--- config.mk ---
export PLATFORM = sky130hd
export DESIGN_NAME = boid_fetch_flat
export DESIGN_NICKNAME = d
export VERILOG_FILES = /design/src/rtl/boid_fetch_if.sv /design/src/rtl/boid_fetch.sv /design/src/flat_wrapper.sv
export SDC_FILE = /design/constraint.sdc
export NUM_CORES = 1
export LEC_CHECK = 0
export CAP_MARGIN = 20
export CORE_ASPECT_RATIO = 1.4
export CORE_UTILIZATION = 42
export DETAILED_ROUTE_END_ITERATION = 16
export PLACE_DENSITY = 0.81
export SLEW_MARGIN = 20
export SYNTH_ARGS = -nofsm -noshare
export SYNTH_HDL_FRONTEND = slang
export SYNTH_SLANG_ARGS = --single-unit
--- constraint.sdc ---
create_clock -name clock -period 2 [get_ports clock]
set_input_delay 0.4 -clock clock [delete_from_list [all_inputs] [get_ports clock]]
set_output_delay 0.4 -clock clock [all_outputs]
set_load 0.03 [all_outputs]
--- src/rtl/boid_fetch_if.sv ---
// Bus bundle for boid_fetch: synchronous RAM read port plus the renderer
// valid/ready entry stream. master = boid_fetch, slave = RAM/renderer side.
interface boid_fetch_if #(
  parameter int ADDR_W = 12,
  parameter int IDX_W  = 6
) ();

  logic [ADDR_W-1:0] mem_addr;
  logic [31:0]       mem_rdata;
  logic              out_valid;
  logic              out_ready;
  logic [9:0]        out_x;
  logic [8:0]        out_y;
  logic [IDX_W-1:0]  out_idx;
  logic              out_last;

  modport master (
    output mem_addr,
    input  mem_rdata,
    output out_valid,
    input  out_ready,
    output out_x,
    output out_y,
    output out_idx,
    output out_last
  );

  modport slave (
    input  mem_addr,
    output mem_rdata,
    input  out_valid,
    output out_ready,
    input  out_x,
    input  out_y,
    input  out_idx,
    input  out_last
  );

endinterface

--- src/rtl/boid_fetch.sv ---
// Walks the boid position table in RAM once per vertical blank and streams one
// (x, y, idx) entry per boid. Define BOID_FETCH_CLAMP_EN to saturate x/y on screen.
module boid_fetch #(
  parameter int                ADDR_W    = 12,
  parameter logic [ADDR_W-1:0] BASE_ADDR = 12'h100,
  parameter int                MAX_BOIDS = 64
) (
  input  logic         clock,
  input  logic         resetn,
  input  logic         start,
  boid_fetch_if.master bus,
  output logic         busy,
  output logic         frame_done,
  output logic         overrun
);

  localparam int IDX_W = (MAX_BOIDS > 1) ? $clog2(MAX_BOIDS) : 1;
  localparam int CNT_W = IDX_W + 1;

  typedef enum logic [2:0] {
    S_IDLE,
    S_CNT_RD,
    S_CNT_WAIT,
    S_ENT_RD,
    S_ENT_WAIT,
    S_HOLD,
    S_DONE
  } state_t;

  state_t            r_state;
  state_t            w_next;

  logic [ADDR_W-1:0] r_mem_addr;
  logic [CNT_W-1:0]  r_cnt;
  logic [IDX_W-1:0]  r_idx;
  logic              r_out_valid;
  logic [9:0]        r_out_x;
  logic [8:0]        r_out_y;
  logic [IDX_W-1:0]  r_out_idx;
  logic              r_out_last;
  logic              r_overrun;

  logic              w_addr_cnt;
  logic              w_addr_ent;
  logic              w_load_cnt;
  logic              w_idx_inc;
  logic              w_load_out;
  logic              w_clr_valid;
  logic [CNT_W-1:0]  w_cnt_in;
  logic [IDX_W-1:0]  w_ent_idx;
  logic [ADDR_W-1:0] w_ent_addr;
  logic              w_last;
  logic [9:0]        w_x;
  logic [8:0]        w_y;

  // Count word is clamped as an unsigned 32-bit value so huge counts cap cleanly.
  assign w_cnt_in   = (bus.mem_rdata > 32'(MAX_BOIDS)) ? CNT_W'(MAX_BOIDS)
                                                       : bus.mem_rdata[CNT_W-1:0];
  assign w_ent_idx  = w_load_cnt ? '0 : r_idx + 1'b1;
  assign w_ent_addr = BASE_ADDR + ADDR_W'(1) + ADDR_W'(w_ent_idx);
  assign w_last     = ({1'b0, r_idx} == (r_cnt - CNT_W'(1)));

`ifdef BOID_FETCH_CLAMP_EN
  assign w_x = (bus.mem_rdata[25:16] > 10'd639) ? 10'd639 : bus.mem_rdata[25:16];
  assign w_y = (bus.mem_rdata[8:0]   > 9'd479)  ? 9'd479  : bus.mem_rdata[8:0];
`else
  assign w_x = bus.mem_rdata[25:16];
  assign w_y = bus.mem_rdata[8:0];
`endif

  always_ff @(posedge clock or negedge resetn) begin
    if (!resetn) r_state <= S_IDLE;
    else         r_state <= w_next;
  end

  // NOTE: every signal written here gets a default first so no latch can be inferred.
  always_comb begin
    w_next      = r_state;
    w_addr_cnt  = 1'b0;
    w_addr_ent  = 1'b0;
    w_load_cnt  = 1'b0;
    w_idx_inc   = 1'b0;
    w_load_out  = 1'b0;
    w_clr_valid = 1'b0;
    case (r_state)
      S_IDLE: begin
        if (start) begin
          w_next     = S_CNT_RD;
          w_addr_cnt = 1'b1;
        end
      end
      S_CNT_RD:   w_next = S_CNT_WAIT;
      S_CNT_WAIT: begin
        w_load_cnt = 1'b1;
        if (w_cnt_in == '0) begin
          w_next = S_DONE;
        end else begin
          w_next     = S_ENT_RD;
          w_addr_ent = 1'b1;
        end
      end
      S_ENT_RD:   w_next = S_ENT_WAIT;
      S_ENT_WAIT: begin
        w_load_out = 1'b1;
        w_next     = S_HOLD;
      end
      S_HOLD: begin
        if (r_out_valid && bus.out_ready) begin
          w_clr_valid = 1'b1;
          if (r_out_last) begin
            w_next = S_DONE;
          end else begin
            w_next     = S_ENT_RD;
            w_idx_inc  = 1'b1;
            w_addr_ent = 1'b1;
          end
        end
      end
      S_DONE:     w_next = S_IDLE;
      default:    w_next = S_IDLE;
    endcase
  end

  // The read address is registered on entry to each read state, so the RAM sees
  // it during that state and its data is ready in the following wait state.
  // NOTE: sequential state uses non-blocking assignments only, so every register
  // samples pre-edge values regardless of statement order.
  always_ff @(posedge clock or negedge resetn) begin
    if (!resetn) begin
      r_mem_addr  <= BASE_ADDR;
      r_cnt       <= '0;
      r_idx       <= '0;
      r_out_valid <= 1'b0;
      r_out_x     <= '0;
      r_out_y     <= '0;
      r_out_idx   <= '0;
      r_out_last  <= 1'b0;
      r_overrun   <= 1'b0;
    end else begin
      if (w_addr_cnt)      r_mem_addr <= BASE_ADDR;
      else if (w_addr_ent) r_mem_addr <= w_ent_addr;

      if (w_load_cnt) begin
        r_cnt <= w_cnt_in;
        r_idx <= '0;
      end else if (w_idx_inc) begin
        r_idx <= r_idx + 1'b1;
      end

      if (w_load_out) begin
        r_out_valid <= 1'b1;
        r_out_x     <= w_x;
        r_out_y     <= w_y;
        r_out_idx   <= r_idx;
        r_out_last  <= w_last;
      end else if (w_clr_valid) begin
        r_out_valid <= 1'b0;
      end

      if (start && (r_state != S_IDLE)) r_overrun <= 1'b1;
    end
  end

  assign bus.mem_addr  = r_mem_addr;
  assign bus.out_valid = r_out_valid;
  assign bus.out_x     = r_out_x;
  assign bus.out_y     = r_out_y;
  assign bus.out_idx   = r_out_idx;
  assign bus.out_last  = r_out_last;

  assign busy       = (r_state != S_IDLE);
  assign frame_done = (r_state == S_DONE);
  assign overrun    = r_overrun;

endmodule

--- src/flat_wrapper.sv ---
// flat-port wrapper written by rule: the top's interface ports become plain ports
module boid_fetch_flat 
#(
  parameter int                ADDR_W    = 12,
  parameter logic [ADDR_W-1:0] BASE_ADDR = 12'h100,
  parameter int                MAX_BOIDS = 64
)
  (clock, resetn, start, busy, frame_done, overrun, bus_mem_addr, bus_mem_rdata, bus_out_valid, bus_out_ready, bus_out_x, bus_out_y, bus_out_idx, bus_out_last);
  boid_fetch_if #(.ADDR_W(ADDR_W), .IDX_W((6))) bus_i ();
  input  logic clock;
  input  logic resetn;
  input  logic start;
  output logic busy;
  output logic frame_done;
  output logic overrun;
  output wire logic [$bits(bus_i.mem_addr)-1:0] bus_mem_addr;
  input wire logic [$bits(bus_i.mem_rdata)-1:0] bus_mem_rdata;
  output wire logic [$bits(bus_i.out_valid)-1:0] bus_out_valid;
  input wire logic [$bits(bus_i.out_ready)-1:0] bus_out_ready;
  output wire logic [$bits(bus_i.out_x)-1:0] bus_out_x;
  output wire logic [$bits(bus_i.out_y)-1:0] bus_out_y;
  output wire logic [$bits(bus_i.out_idx)-1:0] bus_out_idx;
  output wire logic [$bits(bus_i.out_last)-1:0] bus_out_last;
  assign bus_mem_addr = bus_i.mem_addr;
  assign bus_i.mem_rdata = bus_mem_rdata;
  assign bus_out_valid = bus_i.out_valid;
  assign bus_i.out_ready = bus_out_ready;
  assign bus_out_x = bus_i.out_x;
  assign bus_out_y = bus_i.out_y;
  assign bus_out_idx = bus_i.out_idx;
  assign bus_out_last = bus_i.out_last;
  boid_fetch #(.ADDR_W(ADDR_W), .BASE_ADDR(BASE_ADDR), .MAX_BOIDS(MAX_BOIDS)) u_core (.clock(clock), .resetn(resetn), .start(start), .bus(bus_i), .busy(busy), .frame_done(frame_done), .overrun(overrun));
endmodule
Word-level counts from Yosys, hierarchy flattened. Cells that the tools add are included.

Register bits after elaboration: 56. Bits in latches: 0. Memory bits (writable): 0. Memory bits (read-only): 0. Bits of input ports: 36. Word-level logic and storage cells: 56. Memories: 0.

$add $sub $neg: 3. Multiply operators: 0. Divide/modulo/power cells: 0. Order comparisons: 1. Equality and inequality tests: 9. Shifts and indexed selects: 0. Muxes and demuxes: 24. Bitwise logic cells: 0. Reductions and logical operators: 9.

Operators by type and width (number): greater-than comparator 32 x 7 -> 1 bit (second input constant) (1); 2-to-1 mux 12 bit (2); 2-to-1 mux 6 bit (3); one-hot mux 3 bit (6 select lines) (1); 2-to-1 mux 1 bit (12); 2-to-1 mux 3 bit (4); adder 9 x 6 -> 10 bit (first input constant) (1); == test 3 bit (second input constant) (3); == test 6 x 7 -> 1 bit (1); logical NOT 7 bit (1); 2-to-1 mux 7 bit (1); subtractor 7 x 1 -> 7 bit (second input constant) (1); adder 6 x 1 -> 6 bit (second input constant) (1); == test 3 x 2 -> 1 bit (second input constant) (2); nonzero test 2 bit (3); == test 3 x 1 -> 1 bit (second input constant) (1); logical NOT 3 bit (1); nonzero test 3 bit (1); logical AND 1 bit (2); inequality test 2 x 1 -> 1 bit (second input constant) (1); inequality test 2 bit (second input constant) (1); one-hot mux 1 bit (2 select lines) (1); AND reduction 2 bit (1).

Logic depth before layout (Yosys ltp).
Depth after elaboration: 7. Mapped depth: 10.

Worst setup path after synthesis. No wires, ideal clock.

Kind: register to register. Start point: register u_core.r_state[0]. End point: register u_core.r_mem_addr[4] (netlist: u_core.bus.mem_addr[4]). Setup time: 94 ps. Data arrival time: 2042 ps. Setup slack: -136 ps. Stages on the path, launching flop included: 11. Buffers on the path: 3. Period minus slack after synthesis: 2136 ps. Cell sequence: dfrtp_1 -> buf_4 -> or3b_1 -> clkbuf_1 -> clkbuf_1 -> and2_1 -> ha_1 -> nand3b_1 -> nor3_1 -> xnor2_1 -> a211oi_1.

Cells in the longest elaborated chain, start to end: 6.

Ends and longest elaborated chain: start, declared (RTL line boid_fetch.sv:30) `state_t r_state;`; start signal, assigned (RTL line boid_fetch.sv:73) `else r_state <= w_next;`; == test 3 x 2 -> 1 bit (RTL line boid_fetch.sv:85) `case (r_state)`; 2-to-1 mux 1 bit (RTL line boid_fetch.sv:85); 2-to-1 mux 6 bit (RTL line boid_fetch.sv:59) `assign w_ent_idx = w_load_cnt ? '0 : r_idx + 1'b1;`; named net u_core.w_ent_idx[1] (RTL line boid_fetch.sv:50) `logic [IDX_W-1:0] w_ent_idx;`; adder 9 x 6 -> 10 bit (RTL line boid_fetch.sv:60) `assign w_ent_addr = BASE_ADDR + ADDR_W'(1) + ADDR_W'(w_ent_idx);`; 2-to-1 mux 12 bit (RTL line boid_fetch.sv:141) `else if (w_addr_ent) r_mem_addr <= w_ent_addr;`; 2-to-1 mux 12 bit (RTL line boid_fetch.sv:140) `if (w_addr_cnt) r_mem_addr <= BASE_ADDR;`; end signal, assigned (RTL line boid_fetch.sv:141); end, declared (RTL line boid_fetch.sv:33) `logic [ADDR_W-1:0] r_mem_addr;`.

The timed path passes the listed nets, and every way through them passes these cells. The select of a mux whose other input is x is not followed. A chain may end at the register's enable or synchronous reset.

Final worst setup path.
Start point: register u_core.r_cnt[0]. End point: register u_core.r_out_last (netlist: u_core.bus.out_last).

Cells in the longest elaborated chain, start to end: 2.

Ends and longest elaborated chain: start, declared (RTL line boid_fetch.sv:34) `logic [CNT_W-1:0] r_cnt;`; start signal, assigned (RTL line boid_fetch.sv:144) `r_cnt <= w_cnt_in;`; subtractor 7 x 1 -> 7 bit (RTL line boid_fetch.sv:61) `assign w_last = ({1'b0, r_idx} == (r_cnt - CNT_W'(1)));`; == test 6 x 7 -> 1 bit (RTL line boid_fetch.sv:61); end signal, assigned (RTL line boid_fetch.sv:155) `r_out_last <= w_last;`; end, declared (RTL line boid_fetch.sv:40) `logic r_out_last;`.

No other way between the ends.

==> summary by stage <==
Setup path
The startpoint identified for the worst register-to-register timing path is u_core.r_cnt[0]. Data arrives at the worst endpoint at 2.18 ns. The worst setup path is launched from a flop.

The critical path class is flop to flop. The worst setup path is captured at a flop. The internal reg-to-reg setup slack is 0.05 ns.

In this run the worst path has a maximum fanout of 4. The required time of the critical path is 2.23 ns. The worst register-to-register path ends at u_core.bus.out_last. Measured in cells, the most critical reg-to-reg path has a length of 7.

Run
The number of maximum-capacitance violations is 0.

Power
The share of total power dissipated in the clock network is 15.9%. The switching part of the total is 39.0%. The register share of total power is 33.9%. The combinational group share of total power is 50.2%. The power per cell area is 1200 mW/mm^2. The leakage dissipation is 1.78 nW.

The net switching power of the design is 1.82 mW. Cell internal power was estimated by the tool at 2.84 mW. The power after layout is 4.66 mW. The largest voltage drop on the vdd net is 741 uV.

Drt
For this run, design rule violations remaining after detail routing come to 0. The average routed wire per standard cell is 15.8 um. The post-route antenna net violation count is 0. After detailed routing, the number of vias per cell comes to 5.31.

The first-iteration detailed-routing DRC count is 103. The first detailed-routing pass ran for 4 iterations. Summing over every cut layer, the via total after detailed routing is 2172. The total wire length after detailed routing is 6470 um.

Layout
The most common cell after layout, fill and taps aside is sky130_fd_sc_hd__clkdlybuf4s50_1. Compared with the post-synthesis result, the final layout area differs by 49.5%. The antenna diode count is 0. The number of nets in the layout is 377.

The filler cells instantiated in the layout total 444. The post-route netlist has 27.7% of its cells at a drive strength greater than 1. The library cells used most frequently in the layout, excluding fill and tap cells, are sky130_fd_sc_hd__clkdlybuf4s50_1 (52), sky130_fd_sc_hd__dfrtp_1 (49), sky130_fd_sc_hd__buf_4 (33), sky130_fd_sc_hd__nand2_1 (19), sky130_fd_sc_hd__mux2_2 (18).

Clock tree
The clock tree buffer depth is 2. The H-tree depth is 2. The total number of clock tree sinks is 51. The clock latency reported for the late side of the worst-skew pair is 0.31 ns. The CTS tree is yes. CTS placed an instance of sky130_fd_sc_hd__clkbuf_8 at the clock tree root. After clock tree synthesis, the clock-pin slew on the worst setup and hold paths is 0.09 ns. The number of CTS-inserted buffers is 5.

Timing
The max-slew violation count is 0. The worst hold slack after final layout is 0.0618 ns. The achievable frequency is 512 MHz.

On the final layout, the worst clock skew is 0.00796 ns. The final period demand of the worst path is 1.95 ns. The final-report setup violation count is 0. The final critical-path setup slack is 0.0471 ns. After layout, the worst path uses 97.6% of the clock period.

The final number of hold-violating endpoints is 0.

Floorplanning
From left edge to right edge, the die measures 68.5 um. For this design the top-level I/O count stands at 78. The full die area is 0.00651 mm^2. The starting density of the core is 44.0%. The total area inside the core boundary comes to 0.00590 mm^2. The die extent in y is 95.1 um.

The number of placement rows is 33.

Global route
The wire length of the first global-routing pass is 9970 um. Entering global routing, the biggest net connects 52 pins. The overall fraction of global-route tracks in use is 20.9%. The total overflow reported by the global router is 0. The number of antenna violations at the first check in global routing is 0. The number of global-route vias before repair was 2199.

Yosys
The count of unique library cells instantiated by Yosys is 44. The portion of the post-synthesis area used by sequential elements is 49.1%. The synthesized design contains 51 register bits.

The number of enable flip-flop cells after synthesis is 0. Ranked by total cell area, the synthesized netlist is headed by sky130_fd_sc_hd__dfrtp_1 (49%), sky130_fd_sc_hd__mux2_2 (7.8%), sky130_fd_sc_hd__mux2_1 (3.9%). The library cell with the largest summed area after synthesis is sky130_fd_sc_hd__dfrtp_1. The portion of synthesized cell area occupied by the leading cell type is 49.1%. Synthesis produced a netlist whose cell count is 236. The most common flop cell mapped by yosys is sky130_fd_sc_hd__dfrtp_1.

In the synthesized netlist the async set-or-reset flop fraction comes to 100%. After synthesis, the mean cell area works out to 11.0 um^2. The total number of yosys warnings is 0. The mapped cell area is 0.00260 mm^2.

Place
The HPWL after detailed placement is 4610 um. OpenSTA, run right after detailed placement, puts the worst setup slack at -0.350 ns. The global placer's final weighted congestion is 0.868. Input and output buffers added on the ports amount to 72.

Status
The flow ran to the end, and the final reports show no timing, DRC or antenna violations.

Min path
The type of the most critical hold path is input port to async pin.
## flip-flops by register name, summed over array words and instances (netlist names)
name / count
u_core.bus.out_x: 10
u_core.bus.out_y: 9
u_core.bus.mem_addr: 7
u_core.r_cnt: 7
u_core.bus.out_idx: 6
u_core.r_idx: 6
u_core.r_state: 3
u_core.bus.out_last: 1
u_core.bus.out_valid: 1
u_core.overrun: 1
## worst max path at each step
stage	slack (ns)	from	to	cells after the start
after floorplan	0.008	u_core.r_state[0]	u_core.bus.mem_addr[4]	10
after global placement	-0.26	bus_mem_rdata[25]	u_core.bus.mem_addr[2]	6
after detailed placement	-0.35	bus_mem_rdata[25]	u_core.bus.mem_addr[2]	6
after CTS	0.02	u_core.r_state[1]	busy	2
after global routing	-0.10	bus_mem_rdata[17]	u_core.bus.mem_addr[6]	8
final	0.05	u_core.r_cnt[0]	u_core.bus.out_last	7
## cell usage after synthesis (all sizes together), types with 6 or more instances
cell type,count
xor2,7
xnor2,10
a21oi,6
nand2,19
nor2,17
inv,6
nor4,10
a211oi,9
buf,12
mux2,27
o21ai,9
dfrtp,51
## area by class of cell
| type | instances | area, um^2 | area share [%] |
|---|---|---|---|
| Multi-Input combinational cell | 167 | 1350 | 34.7 |
| Sequential cell | 51 | 1280 | 32.9 |
| Timing Repair Buffer | 107 | 1030 | 26.5 |
| Tap cell | 70 | 87.6 | 2.25 |
| Clock buffer | 6 | 82.6 | 2.12 |
| Clock inverter | 2 | 35.0 | 0.901 |
| Inverter | 6 | 22.5 | 0.580 |
## per-layer routing
| layer | global-route usage, % | wire length [um] |
|---|---|---|
| met1 | 22.7 | 2390 |
| met2 | 38.0 | 3610 |
| met3 | 5.26 | 306 |
| met4 | 7.29 | 162 |
| met5 | 0 | 0 |
## power by group through the flow
stage | registers [mW] | logic, mW | clock network, mW
2_1_floorplan | 2.08 | 0.869 | 0
3_3_place_gp | 1.58 | 2.26 | 0
3_5_place_dp | 1.59 | 2.31 | 0
4_1_cts | 1.57 | 2.31 | 0.758
5_1_grt | 1.63 | 2.49 | 0.791
6_report | 1.58 | 2.34 | 0.742
## kinds of logic after synthesis
| group | after synthesis | share of synthesized area (%) |
|---|---|---|
| buf+inv | 21 | 4.38 |
| flops | 51 | 49.1 |
| simple gates | 78 | 17.8 |
| compound gates | 37 | 9.58 |
| mux | 27 | 11.7 |
| other cells | 2 | 0.289 |
| fa+ha+maj | 3 | 1.44 |
| xor+xnor | 17 | 5.73 |
## critical path, stage by stage (launching register included)
cell and delay (ns):
sky130_fd_sc_hd__dfrtp_2 0.43, sky130_fd_sc_hd__inv_1 0.10, sky130_fd_sc_hd__ha_4 0.17, sky130_fd_sc_hd__xor2_2 0.21
sky130_fd_sc_hd__xnor2_1 0.17, sky130_fd_sc_hd__nand4_1 0.11, sky130_fd_sc_hd__or4_1 0.55, sky130_fd_sc_hd__o22ai_1 0.13
## repair_timing
action,CTS,global route
pin swaps,1,17
setup buffers,0,2
setup endpoints to repair,3,15
resized for setup,5,40
hold buffers,0,0
gates cloned,0,0
## stage by stage
stage	cells	area, um^2	setup TNS (ns)	utilization (%)
2_1_floorplan	239	2650	0	-
3_3_place_gp	399	3600	-2.74	61.0
3_5_place_dp	399	3600	-3.54	61.0
4_1_cts	407	3730	0	63.2
5_1_grt	409	3890	-0.403	65.8
6_report	409	3890	0	65.8
(Power assumes the default switching activity.)
